==> src/rtl/game_pkg.sv <==
// Shared battleship types: board size, responder states and packed grid position.
package game_pkg;
  localparam int GRID_SIZE = 10;

  typedef enum logic [2:0] {
    PLACE,
    ARMED,
    LOOKUP,
    RESPOND,
    LOST
  } resp_state_t;

  typedef struct packed {
    logic [3:0] row;
    logic [3:0] col;
  } pos_t;
endpackage

==> src/rtl/board_map.sv <==
// Ship and shot bitmaps: one synchronous set port per map, one shared combinational read.
module board_map #(
  parameter int CELLS = 100,
  parameter int AW    = 7
) (
  input  logic          clk,
  input  logic          rst,
  input  logic          i_clear,
  input  logic          i_ship_set,
  input  logic [AW-1:0] i_ship_addr,
  input  logic          i_shot_set,
  input  logic [AW-1:0] i_shot_addr,
  input  logic [AW-1:0] i_rd_addr,
  output logic          o_ship_bit,
  output logic          o_shot_bit
);
  localparam logic [AW-1:0] LAST = AW'(CELLS - 1);

  logic [CELLS-1:0] r_ship;
  logic [CELLS-1:0] r_shot;
  logic             w_rd_ok;

  always_ff @(posedge clk) begin
    if (rst || i_clear) begin
      r_ship <= '0;
      r_shot <= '0;
    end else begin
      if (i_ship_set && (i_ship_addr <= LAST)) r_ship[i_ship_addr] <= 1'b1;
      if (i_shot_set && (i_shot_addr <= LAST)) r_shot[i_shot_addr] <= 1'b1;
    end
  end

  // Addresses past the board read as empty rather than indexing off the vector.
  assign w_rd_ok    = (i_rd_addr <= LAST);
  assign o_ship_bit = w_rd_ok ? r_ship[i_rd_addr] : 1'b0;
  assign o_shot_bit = w_rd_ok ? r_shot[i_rd_addr] : 1'b0;
endmodule

==> src/rtl/shot_responder.sv <==
// Defending-side responder: holds the local ship map and answers opponent shots over valid/ready.
module shot_responder
  import game_pkg::*;
#(
  parameter int GRID = GRID_SIZE
) (
  input  logic       clk,
  input  logic       rst,
  input  logic       clear,
  input  logic       place_en,
  input  logic [7:0] place_pos,
  input  logic       arm,
  input  logic       shot_valid,
  input  logic [7:0] shot_pos,
  output logic       shot_ready,
  output logic       ans_valid,
  input  logic       ans_ready,
  output logic       ans_hit,
  output logic       ans_repeat,
  output logic       ans_err,
  output logic [6:0] cells_placed,
  output logic [6:0] cells_hit,
  output logic       fleet_lost
);
  localparam int CELLS = GRID * GRID;

  function automatic logic in_range(input pos_t p);
    return (p.row < 4'(GRID)) && (p.col < 4'(GRID));
  endfunction

  function automatic logic [6:0] cell_addr(input pos_t p);
    return 7'(p.row) * 7'(GRID) + 7'(p.col);
  endfunction

  resp_state_t r_state;
  pos_t        r_shot;
  logic        r_shot_ready;
  logic        r_ans_valid;
  logic        r_ans_hit;
  logic        r_ans_repeat;
  logic        r_ans_err;
  logic        r_fleet_lost;
  logic [6:0]  r_placed;
  logic [6:0]  r_hits;

  pos_t       w_place;
  logic       w_place_ok;
  logic       w_shot_ok;
  logic [6:0] w_place_addr;
  logic [6:0] w_shot_addr;
  logic [6:0] w_rd_addr;
  logic       w_ship_bit;
  logic       w_shot_bit;
  logic       w_ship_set;
  logic       w_shot_set;
  logic [6:0] w_placed_next;

  assign w_place      = pos_t'(place_pos);
  assign w_place_ok   = in_range(w_place);
  assign w_shot_ok    = in_range(r_shot);
  assign w_place_addr = cell_addr(w_place);
  assign w_shot_addr  = cell_addr(r_shot);

  // Placement and lookup never overlap, so one read port serves both.
  assign w_rd_addr     = (r_state == PLACE) ? w_place_addr : w_shot_addr;
  assign w_ship_set    = !clear && (r_state == PLACE) && place_en && w_place_ok && !w_ship_bit;
  assign w_shot_set    = !clear && (r_state == LOOKUP) && w_shot_ok;
  assign w_placed_next = r_placed + 7'(w_ship_set);

  board_map #(
    .CELLS(CELLS),
    .AW   (7)
  ) u_map (
    .clk        (clk),
    .rst        (rst),
    .i_clear    (clear),
    .i_ship_set (w_ship_set),
    .i_ship_addr(w_place_addr),
    .i_shot_set (w_shot_set),
    .i_shot_addr(w_shot_addr),
    .i_rd_addr  (w_rd_addr),
    .o_ship_bit (w_ship_bit),
    .o_shot_bit (w_shot_bit)
  );

  always_ff @(posedge clk) begin
    if (rst || clear) begin
      r_state      <= PLACE;
      r_shot_ready <= 1'b0;
      r_ans_valid  <= 1'b0;
      r_ans_hit    <= 1'b0;
      r_ans_repeat <= 1'b0;
      r_ans_err    <= 1'b0;
      r_fleet_lost <= 1'b0;
      r_placed     <= '0;
      r_hits       <= '0;
    end else begin
      case (r_state)
        PLACE: begin
          // Arm sees the count including a placement made in the same cycle.
          r_placed <= w_placed_next;
          if (arm && (w_placed_next != 7'd0)) begin
            r_state      <= ARMED;
            r_shot_ready <= 1'b1;
          end
        end
        ARMED: begin
          if (shot_valid) begin
            r_shot       <= pos_t'(shot_pos);
            r_shot_ready <= 1'b0;
            r_state      <= LOOKUP;
          end
        end
        LOOKUP: begin
          r_ans_err    <= !w_shot_ok;
          r_ans_hit    <= w_shot_ok && w_ship_bit;
          r_ans_repeat <= w_shot_ok && w_shot_bit;
          if (w_shot_ok && w_ship_bit && !w_shot_bit) r_hits <= r_hits + 7'd1;
          r_ans_valid  <= 1'b1;
          r_state      <= RESPOND;
        end
        RESPOND: begin
          if (ans_ready) begin
            r_ans_valid <= 1'b0;
            if (r_hits == r_placed) begin
              r_state      <= LOST;
              r_fleet_lost <= 1'b1;
            end else begin
              r_state      <= ARMED;
              r_shot_ready <= 1'b1;
            end
          end
        end
        LOST: begin
          r_fleet_lost <= 1'b1;
        end
        default: begin
          r_state <= PLACE;
        end
      endcase
    end
  end

  assign shot_ready   = r_shot_ready;
  assign ans_valid    = r_ans_valid;
  assign ans_hit      = r_ans_hit;
  assign ans_repeat   = r_ans_repeat;
  assign ans_err      = r_ans_err;
  assign cells_placed = r_placed;
  assign cells_hit    = r_hits;
  assign fleet_lost   = r_fleet_lost;
endmodule

==> config.mk <==
export PLATFORM = sky130hd
export DESIGN_NAME = shot_responder
export DESIGN_NICKNAME = d
export VERILOG_FILES = /design/src/rtl/game_pkg.sv /design/src/rtl/board_map.sv /design/src/rtl/shot_responder.sv
export SDC_FILE = /design/constraint.sdc
export NUM_CORES = 1
export LEC_CHECK = 0
export CAP_MARGIN = 20
export CORE_MARGIN = 4
export CORE_UTILIZATION = 60
export CTS_BUF_LIST = sky130_fd_sc_hd__clkbuf_8 sky130_fd_sc_hd__clkbuf_16
export CTS_CLUSTER_DIAMETER = 80
export CTS_CLUSTER_SIZE = 30
export DETAILED_ROUTE_END_ITERATION = 16
export DONT_BUFFER_PORTS = 1
export PLACE_DENSITY = 0.76
export SYNTH_ARGS = -nofsm -noshare
export SYNTH_HDL_FRONTEND = slang
export SYNTH_SLANG_ARGS = --single-unit
==> constraint.sdc <==
create_clock -name clk -period 11.4 [get_ports clk]
set_input_delay 0.57 -clock clk [delete_from_list [all_inputs] [get_ports clk]]
set_output_delay 0.57 -clock clk [all_outputs]
set_load 0.02 [all_outputs]
==> results of run 1 <==
[synthesized netlist by cell type, types with 7 or more instances]
library cell  instances
a2111oi_0             9
a211oi_1             32
a21oi_1             141
a311oi_1              9
a31oi_1              37
a32o_1               51
and2_1                7
and3_1               24
buf_1                11
buf_2                30
clkbuf_1             70
dfxtp_1             223
edfxtp_1              8
ha_1                 15
inv_1                41
mux2_2                8
mux2i_1              46
mux4_2               24
nand2_1             106
nand3_1              46
nand4_1              12
nor2_1              238
nor2b_1               8
nor3_1                9
o211ai_1              9
o21ai_0              12
o22ai_1               8
o31ai_1               9
or4_1                 9
xnor2_1              15
xor2_1               11
[through the flow]
stage	area, µm²	utilization, %	total power [mW]	hold WS (ns)	setup WS [ns]
2_1_floorplan	11800	-	1.04	0.422	6.33
3_3_place_gp	11800	62.3	1.11	0.434	5.17
6_report	12300	64.6	1.62	0.172	5.13
3_5_place_dp	11800	62.3	1.12	0.435	5.06
5_1_grt	12300	64.6	1.67	0.161	4.88
4_1_cts	12300	64.4	1.61	0.169	5.29
[power by group]
group / internal [mW] / switching (mW)
clock network: 0.235 / 0.276
registers: 0.812 / 0.000858
logic: 0.0850 / 0.216
total: 1.13 / 0.493
[routing by layer]
metal	wire [µm]	vias up
met5	0	-
met4	1670	0
met3	3520	122
met2	15500	598
met1	14800	5136
li1	-	4878
[registers in the layout (all words and copies together), names as in the netlist]
| name | cells |
|---|---|
| r_shot | 8 |
| cells_hit | 7 |
| ans_valid | 1 |
| cells_placed | 7 |
| ans_err | 1 |
| u_map.r_ship | 100 |
| shot_ready | 1 |
| u_map.r_shot | 100 |
| fleet_lost | 1 |
| ans_hit | 1 |
| r_state | 3 |
| ans_repeat | 1 |
[kinds of logic after synthesis]
group	after synthesis	share of synthesized area, %
and+or+nand+nor	498	19.2
AOI/OAI and AO/OA	371	22.0
DFF	231	39.9
buffers and inverters	155	5.41
muxes	78	9.26
xor gates and xnor gates	26	1.93
adders and majority gates	19	2.27
[worst max-delay path: stages, from the launching register on]
cell and delay, ns:
edfxtp_1 0.43, ha_1 0.24, fa_1 0.98, o31ai_1 0.38, nand2_1 0.66, a2111oi_0 0.16, or4_1 0.53, a221oi_2 0.22
a31o_2 0.23, o21ai_4 0.05, buf_4 0.30, and2_2 0.28, ha_1 0.28, or3_1 0.33, nand2_1 0.08, a31oi_1 0.10
a2111o_1 0.37, a21oi_1 0.18, a2111oi_0 0.10, o221a_2 0.26
[how the worst max path moves through the flow]
stage,startpoint,to,depth (start not counted)
finish,r_shot[4],shot_ready,19
detailed placement,place_pos[1],shot_ready,20
floorplan,place_pos[1],shot_ready,21
global route,r_shot[4],shot_ready,20
CTS,r_shot[4],shot_ready,19
global placement,place_pos[1],shot_ready,20
[area by class of cell]
cell class	instances	area, µm²
Clock buffer	15	364
Clock inverter	5	43.8
Fill cell	1621	6740
Inverter	41	154
Multi-Input combinational cell	992	6470
Sequential cell	231	4700
Tap cell	260	325
Timing Repair Buffer	29	218
==> run metrics, run 1 <==
Maximum Capacitance Violations=0; post-synthesis cell type with the largest combined area=dfxtp_1; Final Hold Viols=0; Initial Util=62.0%; global-route layer with the greatest usage=met2; total iterations of the first detailed-routing run=6; measured slew at the worst slew-check pin=1.24 ns; clock period minus worst slack=6.27 ns; final cell count without fillers=1573; final layout net count=1349; met3 Resource Use GR=5.24%; number of hold buffers added after cts=0; Tot GR Track Use=31.6%; buffer levels on the longest clock path=3; number of warnings reported in the yosys synthesis log=0; Worst Setup Path Type=flip-flop to flip-flop; post-CTS setup buffers=0; overall via count from detail_route=10734; critical hold path startpoint=shot_pos[4]; Hold Crit Depth=0; maximum fanout along the worst path=51; r2r startpoint=r_shot[4]; Static Leakage=4.15 nW; remaining max-slew budget at the tightest pin=16.7%; wire length of the first global-routing pass=56000 µm; sequential element share of the synthesized area=39.9%; number of placed instances with taps included=1550; DRC violations left=0; fraction of layout cells with a size suffix above 1=8.00%; capture instance of the worst register-to-register path=shot_ready; H-tree depth reported by CTS=1; RSZ-0062 raised after global routing=false; CTS tree=built; clk root buf=clkbuf_16; DIE AREA=21900 µm²; most frequent standard cell in the layout excluding fill and tap cells=nor2_1; total standard cell area after synthesis=11800 µm²; instance count of the mapped netlist=1378; average footprint of a synthesized cell=8.55 µm²; post-DP HPWL=23700 µm; worst endpoint data arrival time=6.66 ns; horizontal extent of the die=148 µm; antenna diode instance count=0; fmax=0.159 GHz; Max Slew Vio Count=0; Required @ worst endpoint=11.79 ns; average wire length per cell after detail routing=22.6 µm; count of instances resized after the clock tree is built=0; async set-reset flop share out of synthesis=0%; startpoint type of the worst setup path=flip-flop; clock sink count=231; met1 Track Usage GR=44.9%; commonest cells after routing, fill and taps aside=nor2_1, dfxtp_1, a21oi_1; Reg2Reg Setup Slack=5.13 ns; # port buffers=0; met2 routing resource usage after global routing=48.3%; pin count of the biggest net entering global routing=85; Worst Reg2Reg Path Length in Cells=19; Max IR drop VDD=0.109 mV; wire length after detailed routing=35500 µm; initial DRC count=1386; chip height=148 µm; worst hold path type=primary input to flip-flop; endpoint with the worst hold slack=r_shot[4]; routability cong.=0.986; register clock-pin slew on the reported worst setup and hold paths=0.11 ns; Fin Setup TNS=0 ns; number of antenna-violating nets in the routed design=0; leading post-synthesis cells by cell area=dfxtp_1, nor2_1, a21oi_1; insertion delay to the later sink of the worst-skew pair=0.49 ns; Final setup violation count=0; syn_nets=1420; critical path endpoint category=flip-flop; total I/O pin count=43; area fraction of the dominant cell type after synthesis=37.9%; antenna violations before repair=0; area growth from synthesis to final layout=4.18%; post-synth cell types=78; mean number of vias per cell=6.82; flip-flop and latch count after synthesis=231; Top FF cell, synth=dfxtp_1; final clock skew=0.0192 ns; PwrDens=132 nW/µm²; number of global-route vias before repair=10012; cts bufs inserted=12; row count=50; run status=completed; final period utilization=55.0%; placeable core region=19000 µm²; EDFF count, synth=8; total global routing overflow=0
No activity file was read; power rests on OpenSTA's default activity.
==> run 2: changes to the inputs <==
--- a/config.mk
+++ b/config.mk
@@ -5,6 +5,7 @@
 export SDC_FILE = /design/constraint.sdc
 export NUM_CORES = 1
 export LEC_CHECK = 0
+export ABC_AREA = 1
 export CAP_MARGIN = 20
 export CORE_MARGIN = 4
 export CORE_UTILIZATION = 60
==> constraint.sdc (replaced) <==
create_clock -name clk -period 6.5 [get_ports clk]
set_input_delay 0.325 -clock clk [delete_from_list [all_inputs] [get_ports clk]]
set_output_delay 0.325 -clock clk [all_outputs]
set_load 0.02 [all_outputs]
==> run metrics, run 2 <==
measured slew at the worst slew-check pin=1.15 ns; area growth from synthesis to final layout=4.96%; Fin Setup TNS=0 ns; total global routing overflow=0; post-DP HPWL=19400 µm; Worst Setup Path Type=flip-flop to flip-flop; number of placed instances with taps included=1867; remaining max-slew budget at the tightest pin=23.0%; flip-flop and latch count after synthesis=231; area fraction of the dominant cell type after synthesis=38.4%; antenna violations before repair=0; clk root buf=clkbuf_16; row count=50; sequential element share of the synthesized area=40.5%; commonest cells after routing, fill and taps aside=nand2_1, nor2_1, a21oi_1; leading post-synthesis cells by cell area=dfxtp_1, nand2_1, a21oi_1; worst endpoint data arrival time=5.74 ns; Maximum Capacitance Violations=0; clock period minus worst slack=5.52 ns; syn_nets=1743; wire length after detailed routing=32500 µm; final layout net count=1673; DRC violations left=0; cts bufs inserted=14; average wire length per cell after detail routing=17.1 µm; # port buffers=0; number of global-route vias before repair=10006; worst hold margin=0.0199 ns; fmax=0.181 GHz; Final setup violation count=0; number of antenna-violating nets in the routed design=0; most frequent standard cell in the layout excluding fill and tap cells=nand2_1; final clock skew=0.0290 ns; PwrDens=389 nW/µm²; horizontal extent of the die=147 µm; initial DRC count=1597; maximum fanout along the worst path=8; Static Leakage=4.08 nW; insertion delay to the later sink of the worst-skew pair=0.50 ns; most common cell in the synthesized netlist=nand2_1; count of instances resized after the clock tree is built=0; final cell count without fillers=1898; commonest cells in the synthesized netlist=nand2_1, nor2_1, a21oi_1; post-synthesis cell type with the largest combined area=dfxtp_1; placeable core region=18900 µm²; run status=completed; total standard cell area after synthesis=11600 µm²; buffer levels on the longest clock path=3; Initial Util=61.6%; H-tree depth reported by CTS=1; fraction of layout cells with a size suffix above 1=4.46%; Top FF cell, synth=dfxtp_1; post-synth cell types=38; total iterations of the first detailed-routing run=6; DIE AREA=21700 µm²; total I/O pin count=43; worst hold path type=primary input to flip-flop; final period utilization=85.0%; Tot GR Track Use=28.8%; RSZ-0062 raised after global routing=false; number of warnings reported in the yosys synthesis log=0; critical path endpoint category=flip-flop; startpoint type of the worst setup path=flip-flop; Final Hold Viols=0; CTS tree=built; average footprint of a synthesized cell=6.84 µm²; largest registers=u_map.r_ship: 100 flops, u_map.r_shot: 100 flops, r_shot: 8 flops; async set-reset flop share out of synthesis=0%; Max Slew Vio Count=0; routability cong.=0.876; chip height=147 µm; overall via count from detail_route=11166; instance count of the mapped netlist=1701; antenna diode instance count=0; wire length of the first global-routing pass=52100 µm; EDFF count, synth=8; register clock-pin slew on the reported worst setup and hold paths=0.10 ns; pin count of the biggest net entering global routing=107; clock sink count=231; Max IR drop VDD=0.378 mV; Required @ worst endpoint=6.72 ns; mean number of vias per cell=5.88
## run 2: layout make-up
class                   count  area [µm²]
clock buffers              15         375
inverters                 160         606
clock inverters             8        95.1
well taps                 260         325
flip-flops and latches    231        4700
fillers                  1765        6690
repair buffers             27         235
multi-input cells        1197        5870
## run 2: logic make-up after synthesis
logic type	synth area share [%]
simple gates	34.0
fa+ha+maj	2.30
flops	40.5
xor+xnor	1.36
compound gates	11.9
buf+inv	9.99
## run 2: worst max-delay path: stages, from the launching register on
cell	delay, ns
edfxtp_1	0.43
ha_1	0.31
ha_1	0.34
a21oi_1	0.19
nand3_1	0.10
nand2_1	0.14
inv_1	0.10
nand2_1	0.06
nand2_1	0.34
nor2_1	0.58
nand2_1	0.11
nand2_1	0.08
nor2_1	0.05
nand2_1	0.08
nand3_1	0.18
a21boi_0	0.34
ha_1	0.22
nand2_1	0.10
nor2_1	0.22
nand3_1	0.11
xor2_1	0.19
nor3_1	0.07
nand2_1	0.06
nand2_1	0.06
a21oi_1	0.24
nand4_1	0.17
nor3_1	0.16
buf_4	0.20
## run 2: what timing repair did
item                                    in CTS  in global routing
endpoints found under the hold margin        8                  0
hold buffers                                 8                  0
setup buffers                                0                  0
endpoints found under the setup margin       0                  0
## run 2: final timing paths
kind / from / end / slack, ns / cells after the start
max reg2reg: r_shot[6] / r_shot[6] / 0.98 / 27
min reg2reg: u_map.r_ship[96] / u_map.r_ship[96] / 0.45 / 2
min: arm / r_state[0] / 0.02 / 2
max: r_shot[6] / r_shot[6] / 0.98 / 27
## run 2: per-stage QoR
step	setup WS, ns	instance area (µm²)	utilization, %	total power, mW
2_1_floorplan	1.79	11600	-	3.33
4_1_cts	1.07	12200	64.6	4.71
6_report	0.977	12200	64.6	4.75
5_1_grt	0.606	12200	64.6	4.98
3_5_place_dp	1.12	11700	61.7	3.73
3_3_place_gp	1.21	11700	61.7	3.72
## run 2: per-layer routing
| layer | global-route usage (%) | part of all wire, % |
|---|---|---|
| met5 | 0 | 0 |
| met4 | 8.48 | 2.7 |
| met3 | 4.81 | 9.0 |
| met2 | 44.6 | 45 |
| met1 | 41.6 | 43 |
## run 2: power by group
part	switching (mW)	internal, mW	leakage, nW
clock network	0.545	0.450	0.232
logic	1.71	0.551	1.98
registers	0.0521	1.45	1.87
total	2.30	2.45	4.08
